### src/rtl/apb_cmd_queue.sv
// Command/response queue in front of an APB controller FSM: commands wait in a FIFO,
// the head entry drives the APB request, and each completion pushes a response.
module apb_cmd_queue #(
    parameter int CMD_DEPTH = 4,
    parameter int RSP_DEPTH = 2,
    parameter int ADDR_W    = 32
) (
    input  logic              clk,
    input  logic              reset_n,
    input  logic              cmd_valid,
    output logic              cmd_ready,
    input  logic [ADDR_W-1:0] cmd_addr,
    input  logic              cmd_write,
    input  logic [31:0]       cmd_wdata,
    input  logic [3:0]        cmd_strb,
    output logic              req,
    input  logic              done,
    output logic [ADDR_W-1:0] paddr,
    output logic              pwrite,
    output logic [31:0]       pwdata,
    output logic [3:0]        pstrb,
    input  logic [31:0]       prdata,
    input  logic              pslverr,
    output logic              rsp_valid,
    input  logic              rsp_ready,
    output logic [31:0]       rsp_rdata,
    output logic              rsp_err,
    output logic              rsp_write,
    output logic              busy
);
    localparam int CPW  = $clog2(CMD_DEPTH);
    localparam int CW   = CPW + 1;
    localparam int CW1  = CW + 1;
    localparam int RPW  = $clog2(RSP_DEPTH);
    localparam int RW   = RPW + 1;
    localparam int RW1  = RW + 1;
    localparam int CE_W = ADDR_W + 1 + 32 + 4;
    localparam int RE_W = 32 + 1 + 1;

    logic [CE_W-1:0] cmd_mem [CMD_DEPTH];
    logic [RE_W-1:0] rsp_mem [RSP_DEPTH];

    logic [CPW-1:0] cmd_wr_ptr_q, cmd_wr_ptr_d, cmd_rd_ptr_q, cmd_rd_ptr_d;
    logic [CW-1:0]  cmd_count_q, cmd_count_d;
    logic [RPW-1:0] rsp_wr_ptr_q, rsp_wr_ptr_d, rsp_rd_ptr_q, rsp_rd_ptr_d;
    logic [RW-1:0]  rsp_count_q, rsp_count_d;

    logic           cmd_push, done_eff, rsp_pop;
    logic [CW1-1:0] cmd_left;
    logic [RW1-1:0] rsp_next;
    logic [3:0]     head_strb;

    assign cmd_ready = reset_n && (cmd_count_q < CW'(CMD_DEPTH));
    assign cmd_push  = cmd_valid && cmd_ready;
    assign rsp_valid = (rsp_count_q != '0);
    assign rsp_pop   = rsp_valid && rsp_ready;
    assign busy      = (cmd_count_q != '0);

    // A completion with nothing queued, or with no room for its response, is dropped
    // so the counts can never run past their limits.
    assign done_eff = done && busy && ((rsp_count_q < RW'(RSP_DEPTH)) || rsp_pop);

    // Looks one cycle ahead so a completing transfer chains straight into the next one.
    assign cmd_left = {1'b0, cmd_count_q} - CW1'(done_eff);
    assign rsp_next = {1'b0, rsp_count_q} + RW1'(done_eff) - RW1'(rsp_pop);
    assign req      = (cmd_left != '0) && (rsp_next < RW1'(RSP_DEPTH));

    assign {paddr, pwrite, pwdata, head_strb} = cmd_mem[cmd_rd_ptr_q];
    assign pstrb = pwrite ? head_strb : 4'h0;
    assign {rsp_rdata, rsp_err, rsp_write} = rsp_mem[rsp_rd_ptr_q];

    always_comb begin
        cmd_wr_ptr_d = cmd_wr_ptr_q + CPW'(cmd_push);
        cmd_rd_ptr_d = cmd_rd_ptr_q + CPW'(done_eff);
        cmd_count_d  = cmd_count_q + CW'(cmd_push) - CW'(done_eff);
        rsp_wr_ptr_d = rsp_wr_ptr_q + RPW'(done_eff);
        rsp_rd_ptr_d = rsp_rd_ptr_q + RPW'(rsp_pop);
        rsp_count_d  = rsp_count_q + RW'(done_eff) - RW'(rsp_pop);
    end

    always_ff @(posedge clk or negedge reset_n) begin
        if (!reset_n) begin
            cmd_wr_ptr_q <= '0;
            cmd_rd_ptr_q <= '0;
            cmd_count_q  <= '0;
            rsp_wr_ptr_q <= '0;
            rsp_rd_ptr_q <= '0;
            rsp_count_q  <= '0;
        end else begin
            cmd_wr_ptr_q <= cmd_wr_ptr_d;
            cmd_rd_ptr_q <= cmd_rd_ptr_d;
            cmd_count_q  <= cmd_count_d;
            rsp_wr_ptr_q <= rsp_wr_ptr_d;
            rsp_rd_ptr_q <= rsp_rd_ptr_d;
            rsp_count_q  <= rsp_count_d;
        end
    end

    // Storage is left unreset; it is only observed through a non-zero count.
    always_ff @(posedge clk) begin
        if (cmd_push)
            cmd_mem[cmd_wr_ptr_q] <= {cmd_addr, cmd_write, cmd_wdata, cmd_strb};
        if (done_eff)
            rsp_mem[rsp_wr_ptr_q] <= {(pwrite ? 32'h0 : prdata), pslverr, pwrite};
    end
endmodule

### config.mk
export PLATFORM = sky130hd
export DESIGN_NAME = apb_cmd_queue
export DESIGN_NICKNAME = d
export VERILOG_FILES = /design/src/rtl/apb_cmd_queue.sv
export SDC_FILE = /design/constraint.sdc
export NUM_CORES = 1
export LEC_CHECK = 0
export CORE_AREA = 3 3 163 165
export CTS_CLUSTER_DIAMETER = 40
export CTS_CLUSTER_SIZE = 16
export DETAILED_ROUTE_END_ITERATION = 16
export DIE_AREA = 0 0 166 168
export GPL_TIMING_DRIVEN = 0
export PLACE_DENSITY_LB_ADDON = 0.15
export SETUP_SLACK_MARGIN = 0.2
export SYNTH_ARGS = -nofsm -noshare
export SYNTH_HDL_FRONTEND = slang
export SYNTH_SLANG_ARGS = --single-unit
### constraint.sdc
create_clock -name clk -period 7.5 [get_ports clk]
set_clock_uncertainty 0.05 [all_clocks]
set_input_delay 2.25 -clock clk [delete_from_list [all_inputs] [get_ports clk]]
set_output_delay 2.25 -clock clk [all_outputs]
set_load 0.01 [all_outputs]
-- After elaboration in Yosys (flattened, before gate mapping)
Memory sizes are Yosys's and may differ from the RTL's.
Index checks and enable logic that the tools add are counted.
- bits in registers: 11
- memories kept: 2
- RAM bits: 344
- output and inout bits: 107
- input port bits: 107
- word-level logic and storage cells: 38
- memory list (memory ; depth ; width ; read ports ; clocked after memory_dff ; wr ports ; line ; RTL):
    cmd_mem ; 4 ; 69 ; 1 ; 0 ; 1 ; 40 ; logic [CE_W-1:0] cmd_mem [CMD_DEPTH];
    rsp_mem ; 2 ; 34 ; 1 ; 0 ; 1 ; 41 ; logic [RE_W-1:0] rsp_mem [RSP_DEPTH];
- multiplexer cells: 6
- $add $sub $neg: 11
- $lt $le $gt $ge: 3
- reductions and logical operators: 10
- operators with widths (operator ; number):
    2-to-1 mux 32 bit ; 1
    adder 2 x 1 -> 2 bit ; 3
    logical AND 1 bit ; 6
    subtractor 3 x 1 -> 3 bit ; 2
    2-to-1 mux 1 bit ; 4
    2-to-1 mux 4 bit ; 1
    nonzero test 4 bit ; 1
    subtractor 3 x 1 -> 4 bit ; 1
    adder 2 x 1 -> 3 bit ; 1
    adder 3 x 1 -> 3 bit ; 1
    < comparator 3 x 2 -> 1 bit (second input constant) ; 1
    < comparator 3 bit (second input constant) ; 1
    nonzero test 3 bit ; 1
    adder 1 bit ; 2
    < comparator 2 bit (second input constant) ; 1
    nonzero test 2 bit ; 1
    subtractor 2 x 1 -> 2 bit ; 1
    logical OR 1 bit ; 1

-- Depth between registers and ports, before layout
Gate-level depths: netlist of run 1.
- depth after elaboration: 8
- mapped depth: 9
- mapped depth without buffers: 9

-- Least setup slack after synthesis of run 1
No wires, ideal clock.
- kind: input port to flip-flop
- start point: input port reset_n
- end point: memory cmd_mem[1][0] (netlist name), enable pin
- data required time: 6855 ps
- setup time: 595 ps
- arrival time: 7796 ps
- cell stages on the path: 4
- setup slack: -942 ps
- cells stage by stage: nor2b_1 -> and2_1 -> inv_1 -> nor3b_1
- longest elaborated chain between the ends: 4
- ends and longest elaborated chain (element ; line ; RTL):
    from (decl) ; 9 ; input logic reset_n,
    logical AND 1 bit ; 53 ; assign cmd_ready = reset_n && (cmd_count_q < CW'(CMD_DEPTH));
    logical AND 1 bit ; 54 ; assign cmd_push = cmd_valid && cmd_ready;
    2-to-1 mux 1 bit ; 101 ; if (cmd_push)
    2-to-1 mux 1 bit (not written as such) ; 102 ; cmd_mem[cmd_wr_ptr_q] <= {cmd_addr, cmd_write, cmd_wdata, cmd_strb};
    to (decl) ; 40 ;
No other way between the ends.

-- Final worst setup path of run 1
- start point: input port rsp_ready
- end point: output port req
- longest elaborated chain between the ends: 7
- elaborated cells between the ends (all ways): 9
- classes of those cells: add/sub: 3; order compare: 1; reduce/logical: 5
- ends and longest elaborated chain (element ; line ; RTL):
    from (decl) ; 25 ; input logic rsp_ready,
    logical AND 1 bit (*) ; 56 ; assign rsp_pop = rsp_valid && rsp_ready;
    logical OR 1 bit ; 61 ; assign done_eff = done && busy && ((rsp_count_q < RW'(RSP_DEPTH)) || rsp_pop);
    logical AND 1 bit ; 61 ;
    adder 2 x 1 -> 3 bit ; 65 ; assign rsp_next = {1'b0, rsp_count_q} + RW1'(done_eff) - RW1'(rsp_pop);
    subtractor 3 x 1 -> 3 bit ; 65 ;
    < comparator 3 x 2 -> 1 bit ; 66 ; assign req = (cmd_left != '0) && (rsp_next < RW1'(RSP_DEPTH));
    logical AND 1 bit (*) ; 66 ;
    to (decl) ; 16 ; output logic req,
Every way passes the cells marked *; elsewhere a longest branch is shown, timed or not.

==> summary.md, run 1 <==
| Metric | Value |
|---|---|
| Largest stage delay on the critical path | `0.58 ns` |
| Type of the most critical hold path | `flop to flop` |
| Worst setup startpoint | `rsp_ready` |
| TritonCTS clock tree | `built` |
| Wire length per cell after detailed routing | `21.4 um` |
| Headroom to the max-slew limit | `37.3%` |
| CTS hold repair buffers | `0` |
| Number of search-and-repair iterations in the first detailed-routing pass | `4` |
| Number of warnings reported in the yosys synthesis log | `0` |
| Clock transition at the registers of the reported paths | `0.05 ns` |
| Deepest clock path buffer count | `3` |
| RSZ-0062 raised after global routing | `no` |
| Slowest library cell on the worst path | `sky130_fd_sc_hd__clkdlybuf4s50_1` |
| Maximum vdd drop | `0.241 mV` |
| Synthesized netlist cell count | `560` |
| Static Leakage | `5.89 nW` |
| Area added between synthesis and finish | `32.5%` |
| DR iter-0 viols | `356` |
| Worst path setup slack after routing | `0.391 ns` |
| Footprint of the multi-input gates | `2580 sq um` |
| Crit path launch type | `input pin` |
| Type of the setup path with the least slack | `input pin to output pin` |
| Clock buffers created by TritonCTS | `41` |
| Final WL | `25.6 mm` |
| Post-CTS setup buffer count | `0` |
| Data arrival, critical path | `4.81 ns` |
| Maxcap violations | `0` |
| Fraction of registers with async set/reset | `3.10%` |
| Result of the run | `complete, no violations` |
| Critical path data required time | `5.20 ns` |
| Hold Slack | `0.476 ns` |
| Cell Area, Synth | `13300 sq um` |
| Buffer and inverter count on the worst path | `3` |
| Via count of the first global-routing pass | `7035` |
| Syn Nets | `679` |
| Fin. Hold Viols | `0` |
| Antenna violation net count after detailed routing | `0` |
| Area inside the core boundary | `25200 sq um` |
| Number of antenna violations at the first check in global routing | `2` |
| Die Footprint | `27900 sq um` |
| Global-route wire length before repair | `40.4 mm` |
| Power density over the cells | `374 nW/um^2` |
| Kind of cell adding the most delay to the critical path | `buffers and inverters` |
| Finished Core Util | `70.1%` |
| Proportion of synthesized chip area in sequential cells | `79.6%` |
| Port buffer count | `213` |
| Post-synth EDFFs | `344` |
| R2r endpoint | `cmd_mem[0][14]` |
| Minimum setup slack after placement | `0.421 ns` |
| Highest achievable clock rate | `141 MHz` |
| Power consumption | `6.61 mW` |
| Residual overflow from global routing | `0` |
| Width of the die | `166 um` |
| GRT Total Usage | `18.7%` |
| Critical-path cell list | `clkdlybuf4s50_1, nand2b_1, nand3_1, ha_1, inv_1, ha_1, fa_1, xnor2_1, a311oi_1, clkdlybuf4s50_1` |
| Dpl hpwl | `17.2 mm` |
| Total number of vias | `6434` |
| Diodes inserted | `0` |
| Starting density of the core | `52.9%` |
| Transition time of the tightest slew-check pin | `0.937 ns` |
| FF/Latch Area | `10600 sq um` |
| Final estimated routing congestion in global placement | `0.755` |
| Maximum number of pins on one net before global-route repair | `50` |
| Setup crit end kind | `output pin` |
| Number of remaining DRC errors | `0` |
| Number of different library cells in the post-synthesis netlist | `26` |
| Fin crit share | `94.8%` |
| Worst reg2reg setup slack | `4.87 ns` |
| Finish-stage setup viols | `0` |
| End point of the critical path | `req` |
| Net count of the finished layout | `953` |
| Cells on worst reg2reg path | `7` |
| Clk Latency, worst-skew pair | `0.51 ns` |
| Number of levels the H-tree was split into | `2` |
| Minimum clock period | `7.11 ns` |
| Count of fill cells added during filler insertion | `1548` |
| Proportion of layout cells with a drive suffix above 1 | `27.5%` |
| Number of flip-flops and latches in the synthesized netlist | `355` |
| Synth Area per Inst | `23.8 sq um` |
| Number of cells traversed by the worst hold path | `1` |
| Crit-path max FO | `2` |
| Main flop type after synthesis | `sky130_fd_sc_hd__edfxtp_1` |
| Resized Gates After CTS | `0` |
| Mean number of vias per cell | `5.38` |
| FP Rows | `58` |
| Number of top-level design ports | `214` |
| Critical register-to-register path startpoint | `cmd_count_q[2]` |
| Die Height | `168 um` |
| Cell depth of the worst setup path | `10` |
| Clock Root Buffer | `sky130_fd_sc_hd__clkbuf_16` |
| Number of sinks handled by clock tree synthesis | `355` |
| Number of max-slew violations in the final report | `0` |
==> cell usage after synthesis, types with 3 or more instances <==
master / count / area share, %
sky130_fd_sc_hd__and2_4: 4 / 0.26
sky130_fd_sc_hd__buf_6: 4 / 0.34
sky130_fd_sc_hd__buf_2: 10 / 0.38
sky130_fd_sc_hd__mux2_2: 34 / 2.9
sky130_fd_sc_hd__dfrtp_1: 11 / 2.1
sky130_fd_sc_hd__xor2_1: 3 / 0.20
sky130_fd_sc_hd__nor2b_2: 25 / 1.6
sky130_fd_sc_hd__ha_1: 10 / 0.94
sky130_fd_sc_hd__clkbuf_1: 6 / 0.17
sky130_fd_sc_hd__edfxtp_1: 344 / 78
sky130_fd_sc_hd__nor2b_1: 8 / 0.38
sky130_fd_sc_hd__inv_1: 11 / 0.31
sky130_fd_sc_hd__buf_4: 3 / 0.17
sky130_fd_sc_hd__mux4_2: 69 / 12
==> per-stage QoR <==
stage / std cells / area (sq um) / setup TNS [ns]
floorplan: 560 / 13300 / 0
global placement: 1103 / 15900 / -295.33
detailed placement: 1121 / 16300 / 0
CTS: 1197 / 17700 / 0
global route: 1197 / 17700 / 0
finish: 1197 / 17700 / 0
==> report_power, final <==
part           internal [mW]  switching (mW)
registers               2.47          0.0680
clock network           1.17           0.759
logic                   1.18           0.965
total                   4.82            1.79
==> layout make-up <==
cell class | instances | area share (%)
well taps | 330 | 2.34
flip-flops and latches | 355 | 60.0
inverters | 11 | 0.234
multi-input cells | 171 | 14.6
clock inverters | 25 | 1.40
plain buffers | 23 | 0.793
clock buffers | 51 | 6.26
repair buffers | 231 | 14.3
==> layer usage <==
layer  share of wire, %  vias up  global-route usage [%]
met3                7.4       49                    5.49
met2                 51      198                    31.6
met1                 40     3318                    24.0
li1                   -     2865                       -
met5               0.10        -                       0
met4                2.0        4                    5.21
==> cell families after synthesis <==
| family | share of synthesized area, % |
|---|---|
| flip-flops | 79.6 |
| multiplexers | 14.5 |
| AND/OR/NAND/NOR | 2.85 |
| buffers and inverters | 1.36 |
| adder cells (fa/ha/maj) | 1.24 |
| XOR/XNOR | 0.329 |
| AO/OA/AOI/OAI | 0.103 |
==> worst reg2reg max path, delay by kind of cell, from the launching register on <==
family                 cells  cell delay [ns]
and+or+nand+nor            3             1.14
buffers and inverters      4             0.76
DFF                        1             0.40
==> registers in the layout, summed over array words and instances (netlist names) <==
signal / flops
cmd_count_q: 3
rsp_rd_ptr_q: 1
rsp_mem: 68
cmd_rd_ptr_q: 2
cmd_wr_ptr_q: 2
cmd_mem: 276
rsp_count_q: 2
rsp_wr_ptr_q: 1
==> worst min path at each step <==
stage | endpoint | from | slack (ns)
global route | cmd_rd_ptr_q[0] | cmd_rd_ptr_q[0] | 0.51
finish | cmd_count_q[0] | cmd_count_q[0] | 0.48
detailed placement | rsp_count_q[0] | rsp_count_q[0] | 0.46
floorplan | rsp_count_q[0] | rsp_count_q[0] | 0.42
global placement | rsp_count_q[0] | rsp_count_q[0] | 0.43
CTS | cmd_count_q[0] | cmd_count_q[0] | 0.48
==> layout by cell type, fill, tap and decap left out, drive strengths merged <==
master and instances:
nand3 2, and3 2, clkinv 11, xnor2 2
ha 10, a311oi 1, inv 16, o21ai 1
bufinv 3, xor2 3, nand3b 1, mux4 69
clkbuf 57, nor3b 2, nor2b 33, clkinvlp 6
or2 1, nor3 1, edfxtp 344, buf 35
mux2 34, fa 2, clkdlybuf4s50 213, nand2b 1
dfrtp 11, and2 6
(Power assumes the default switching activity.)
==> run 2: changes to the inputs <==
GPL_TIMING_DRIVEN = unset   (was 0)
==> run 2 against run 1 <==
Combinational power fell by 8%. Cell count fell by 2.8%. Clock power barely moved. Sequential cell count did not move. First-iteration DRC count rose by 33%. Core utilization fell by 1.6 points. Sequential power rose by 3%. Routed wire length fell by 3.7%. Register-to-register slack got worse by 0.15 ns. Non-clock buffer count fell by 32. Fmax fell by 0.19%. Highest routed layer is now met4.
==> summary.md, run 2 (synthesized netlist as in run 1, its figures left out) <==
| Metric | Value |
|---|---|
| Result of the run | `complete, no violations` |
| Net count of the finished layout | `921` |
| Largest regs | `cmd_mem x276, rsp_mem x68, cmd_count_q x3` |
| Fin. Hold Viols | `0` |
| RSZ-0062 raised after global routing | `no` |
| Headroom to the max-slew limit | `27.6%` |
| Port buffer count | `213` |
| Width of the die | `166 um` |
| Minimum clock period | `7.12 ns` |
| TritonCTS clock tree | `built` |
| Fin crit share | `95.0%` |
| Proportion of layout cells with a drive suffix above 1 | `26.2%` |
| Static Leakage | `5.71 nW` |
| Total negative slack for setup checks | `0 ns` |
| Final estimated routing congestion in global placement | `0.768` |
| Type of the setup path with the least slack | `input pin to output pin` |
| DR iter-0 viols | `474` |
| Dpl hpwl | `14.6 mm` |
| FF/Latch Area | `10600 sq um` |
| Number of cells traversed by the worst hold path | `1` |
| Deepest clock path buffer count | `3` |
| Finish-stage setup viols | `0` |
| Number of levels the H-tree was split into | `2` |
| Clock Root Buffer | `sky130_fd_sc_hd__clkbuf_16` |
| Setup crit end kind | `output pin` |
| Flip-flop count of the largest register after layout | `276` |
| GRT Total Usage | `17.9%` |
| Top library cells by usage in the layout, fill and taps aside | `344 x sky130_fd_sc_hd__edfxtp_1, 213 x sky130_fd_sc_hd__clkdlybuf4s50_1, 69 x sky130_fd_sc_hd__mux4_2, 41 x sky130_fd_sc_hd__clkbuf_16, 34 x sky130_fd_sc_hd__mux2_2` |
| Final WL | `24.6 mm` |
| Number of sinks handled by clock tree synthesis | `355` |
| Total number of vias | `6340` |
| Global-route wire length before repair | `38.9 mm` |
| Number of remaining DRC errors | `0` |
| Footprint of the multi-input gates | `2580 sq um` |
| Highest achievable clock rate | `140 MHz` |
| Worst reg2reg setup slack | `4.72 ns` |
| Number of antenna violations at the first check in global routing | `1` |
| Type of the most critical hold path | `flop to flop` |
| Post-CTS setup buffer count | `0` |
| Power consumption | `6.55 mW` |
| Die Height | `168 um` |
| Maximum vdd drop | `0.253 mV` |
| Area inside the core boundary | `25200 sq um` |
| Clock buffers created by TritonCTS | `41` |
| Worst Hold Launch | `rsp_count_q[0]` |
| Antenna violation net count after detailed routing | `0` |
| Worst setup startpoint | `rsp_ready` |
| Maxcap violations | `0` |
| Data arrival, critical path | `4.82 ns` |
| Crit path launch type | `input pin` |
| Maximum number of pins on one net before global-route repair | `70` |
| Die Footprint | `27900 sq um` |
| CTS hold repair buffers | `0` |
| Critical path data required time | `5.20 ns` |
| End point of the most critical hold path | `rsp_count_q[0]` |
| Cells on worst reg2reg path | `3` |
| Area added between synthesis and finish | `29.5%` |
| Finished Core Util | `68.5%` |
| Critical register-to-register path startpoint | `cmd_rd_ptr_q[0]` |
| Count of fill cells added during filler insertion | `1572` |
| Residual overflow from global routing | `0` |
| FP Rows | `58` |
| Register bank with the most flops | `cmd_mem` |
| Transition time of the tightest slew-check pin | `1.09 ns` |
| Leading cell type in the layout, fill and taps excluded | `sky130_fd_sc_hd__edfxtp_1` |
| Number of max-slew violations in the final report | `0` |
| Crit-path max FO | `2` |
| R2r endpoint | `rsp_mem[0][33]` |
| Clk Latency, worst-skew pair | `0.51 ns` |
| Power density over the cells | `379 nW/um^2` |
| Starting density of the core | `52.9%` |
| Number of top-level design ports | `214` |
| Number of search-and-repair iterations in the first detailed-routing pass | `4` |
| Clock transition at the registers of the reported paths | `0.05 ns` |
| Resized Gates After CTS | `0` |
| Via count of the first global-routing pass | `6829` |
| Wire length per cell after detailed routing | `21.2 um` |
| Mean number of vias per cell | `5.45` |
==> run 2: changes by cell type in the layout (fill, tap and decap cells not counted), sizes merged <==
cell / delta
buf: -26
bufinv: +2
clkbuf: -15
clkinv: +3
diode: +2
inv: +1
==> run 2: per-layer routing <==
metal	routed length, um	global-route usage [%]	up-vias	part of all wire, %
met5	0	0	-	0
met4	546	5.71	0	2.2
met3	1810	5.35	39	7.3
met2	12300	29.6	214	50
met1	9990	23.2	3285	41
li1	-	-	2802	-
==> run 2: how the worst max path moves through the flow <==
stage / end / slack (ns) / cells after the start
after floorplan: req / 1.42 / 8
after global placement: req / 0.47 / 10
after detailed placement: req / 0.37 / 10
after CTS: req / 0.37 / 10
after global routing: req / 0.28 / 10
final: req / 0.38 / 10
==> run 2: power by group <==
group	switching [mW]	internal, mW	leakage, nW
sequential	0.146	2.47	3.26
combinational	0.857	1.11	1.79
clock	0.767	1.19	0.660
==> run 2: cell type report <==
class | count | share of cell area (%)
sequential | 355 | 61.5
multi-input combinational | 171 | 14.9
timing repair buffer | 222 | 13.0
clock buffer | 42 | 5.97
tap | 330 | 2.39
clock inverter | 31 | 1.99
inverter | 11 | 0.239
antenna | 2 | 0.0290
==> run 2: critical path: stages <==
cell                              delay, ns
sky130_fd_sc_hd__clkdlybuf4s50_1       0.48
sky130_fd_sc_hd__nand2b_1              0.12
sky130_fd_sc_hd__nand3_1               0.09
sky130_fd_sc_hd__ha_1                  0.27
sky130_fd_sc_hd__inv_1                 0.04
sky130_fd_sc_hd__ha_1                  0.19
sky130_fd_sc_hd__fa_1                  0.38
sky130_fd_sc_hd__xnor2_1               0.14
sky130_fd_sc_hd__a311oi_1              0.27
sky130_fd_sc_hd__clkdlybuf4s50_1       0.58
==> run 2: stage by stage <==
stage          hold WS, ns  cell area (sq um)  std cells  setup WS [ns]
6_report             0.444              17300       1164          0.378
5_1_grt              0.477              17300       1163          0.283
4_1_cts              0.448              17300       1162          0.370
3_5_place_dp         0.436              15900       1089          0.373
3_3_place_gp         0.435              15900       1089          0.471
2_1_floorplan        0.420              13300        560           1.42
==> run 3: changes to the inputs <==
CORE_AREA = 2 2 162 164   (was 3 3 163 165)
DIE_AREA = 0 0 164 166   (was 0 0 166 168)
PLACE_DENSITY = 0.78   (was unset)
PLACE_DENSITY_LB_ADDON = unset   (was 0.15)
==> run 3 against run 2 <==
Hold slack gained 0.018 ns. Count of clock-buffer cells in the layout increased by 6. Routed wire length increased by 3.0%. Clock power down 2%. Non-clock buffer count stayed put. Design area fell by 0.34%. Total power shrank 0.48%. Global-route usage up 0.92 points. Cell count increased by 0.52%. Sequential share of layout area increased by 0.21 points. Die area down 2.4%. Critical path type unchanged. Highest routed layer unchanged.
==> summary.md, run 3 (synthesized netlist as in run 1, its figures left out) <==
| Metric | Value |
|---|---|
| Fin crit share | `89.8%` |
| Via count of the first global-routing pass | `6901` |
| Deepest clock path buffer count | `3` |
| FP Rows | `59` |
| Leading cell type in the layout, fill and taps excluded | `sky130_fd_sc_hd__edfxtp_1` |
| Maxcap violations | `0` |
| Number of max-slew violations in the final report | `0` |
| Largest stage delay on the critical path | `0.47 ns` |
| Dpl hpwl | `14.8 mm` |
| Data arrival, critical path | `4.44 ns` |
| Crit-path max FO | `2` |
| Setup crit end kind | `output pin` |
| Power consumption | `6.51 mW` |
| Die Height | `166 um` |
| Mean number of vias per cell | `5.40` |
| Critical path data required time | `5.20 ns` |
| Register bank with the most flops | `cmd_mem` |
| Final estimated routing congestion in global placement | `0.737` |
| Fin. Hold Viols | `0` |
| Width of the die | `164 um` |
| Clock Root Buffer | `sky130_fd_sc_hd__clkbuf_16` |
| Result of the run | `complete, no violations` |
| Clk Latency, worst-skew pair | `0.50 ns` |
| Hold Slack | `0.462 ns` |
| Kind of cell adding the most delay to the critical path | `adder cells` |
| Critical-path cell list | `clkdlybuf4s50_1, nand2b_1, nand3_1, ha_1, inv_1, ha_1, fa_1, xnor2_1, a311oi_1, dlymetal6s2s_1` |
| Total negative slack for setup checks | `0 ns` |
| Transition time of the tightest slew-check pin | `1.10 ns` |
| Static Leakage | `5.70 nW` |
| Net count of the finished layout | `921` |
| Clock buffers created by TritonCTS | `41` |
| Flip-flop count of the largest register after layout | `276` |
| Largest regs | `cmd_mem x276, rsp_mem x68, cmd_count_q x3` |
| TritonCTS clock tree | `built` |
| DR iter-0 viols | `529` |
| Wire length per cell after detailed routing | `21.7 um` |
| Total number of vias | `6318` |
| Highest achievable clock rate | `148 MHz` |
| Residual overflow from global routing | `0` |
| Die Footprint | `27200 sq um` |
| Crit path launch type | `input pin` |
| Proportion of layout cells with a drive suffix above 1 | `25.7%` |
| Global-route wire length before repair | `38.8 mm` |
| Top library cells by usage in the layout, fill and taps aside | `344 x sky130_fd_sc_hd__edfxtp_1, 212 x sky130_fd_sc_hd__clkdlybuf4s50_1, 69 x sky130_fd_sc_hd__mux4_2, 42 x sky130_fd_sc_hd__clkbuf_16, 34 x sky130_fd_sc_hd__mux2_2` |
| Finish-stage setup viols | `0` |
| Number of antenna violations at the first check in global routing | `2` |
| Number of sinks handled by clock tree synthesis | `355` |
| Type of the setup path with the least slack | `input pin to output pin` |
| Power density over the cells | `379 nW/um^2` |
| Antenna violation net count after detailed routing | `0` |
| GRT Total Usage | `18.8%` |
| Number of search-and-repair iterations in the first detailed-routing pass | `4` |
| Finished Core Util | `67.1%` |
| Headroom to the max-slew limit | `26.5%` |
| Area inside the core boundary | `25600 sq um` |
| Starting density of the core | `52.0%` |
| Maximum vdd drop | `0.290 mV` |
| Minimum clock period | `6.74 ns` |
| RSZ-0062 raised after global routing | `no` |
| Final WL | `25.4 mm` |
| Number of top-level design ports | `214` |
| Port buffer count | `213` |
| Area added between synthesis and finish | `29.1%` |
| Buffer and inverter count on the worst path | `3` |
| Most common cell type on the critical path | `sky130_fd_sc_hd__ha_1` |
| Clock transition at the registers of the reported paths | `0.05 ns` |
| Number of remaining DRC errors | `0` |
| Type of the most critical hold path | `flop to flop` |
| Number of levels the H-tree was split into | `2` |
| Maximum number of pins on one net before global-route repair | `71` |
| Slowest library cell on the worst path | `sky130_fd_sc_hd__clkdlybuf4s50_1` |
[run 3: changes by cell type in the layout (fill, tap and decap cells not counted), sizes merged]
cell,delta
clkbuf,+6
bufinv,-2
clkdlybuf4s50,-1
clkinv,-1
clkinvlp,-1
dlymetal6s2s,+1
inv,-1
[run 3: worst paths after layout]
kind,start,to,slack [ns],cells after the start
worst max-delay path,rsp_ready,req,0.76,10
min in group asynchronous,reset_n,rsp_count_q[0],2.01,2
worst max register to register,cmd_rd_ptr_q[0],rsp_mem[0][33],4.67,3
max in group asynchronous,reset_n,cmd_rd_ptr_q[1],5.21,2
worst min-delay path,cmd_count_q[0],cmd_count_q[0],0.46,1
worst min register to register,cmd_count_q[0],cmd_count_q[0],0.46,1
[run 3: routing by layer]
metal | wire length, um | GRT usage, % | share of wire (%)
met1 | 9990 | 24.1 | 39
met2 | 12400 | 30.7 | 49
met3 | 2480 | 6.59 | 9.8
met4 | 542 | 5.34 | 2.1
met5 | 0 | 0 | 0
[run 3: per-stage QoR]
stage / instances / area, sq um / setup WS (ns)
global route: 1168 / 17200 / 0.601
global placement: 1094 / 15900 / 0.439
floorplan: 560 / 13300 / 1.42
finish: 1170 / 17200 / 0.763
CTS: 1168 / 17200 / 0.340
detailed placement: 1094 / 15900 / 0.349
[run 3: repair_timing]
action | 4_1_cts | 5_1_grt
gates resized for setup | 0 | 1
setup buffers | 0 | 0
setup endpoints to repair | 0 | 1
endpoints found under the hold margin | 0 | 0
hold buffers | 0 | 0
[run 3: final cells by class]
type | count | area, sq um
sequential | 355 | 10600
fill | 1622 | 8420
multi-input combinational | 171 | 2580
timing repair buffer | 222 | 2200
clock buffer | 48 | 1070
tap | 335 | 419
clock inverter | 26 | 269
inverter | 11 | 41.3
antenna | 2 | 5.00
[run 3: power breakdown]
group          switching, mW  internal [mW]
combinational          0.778           1.10
sequential             0.237           2.47
clock                  0.773           1.15
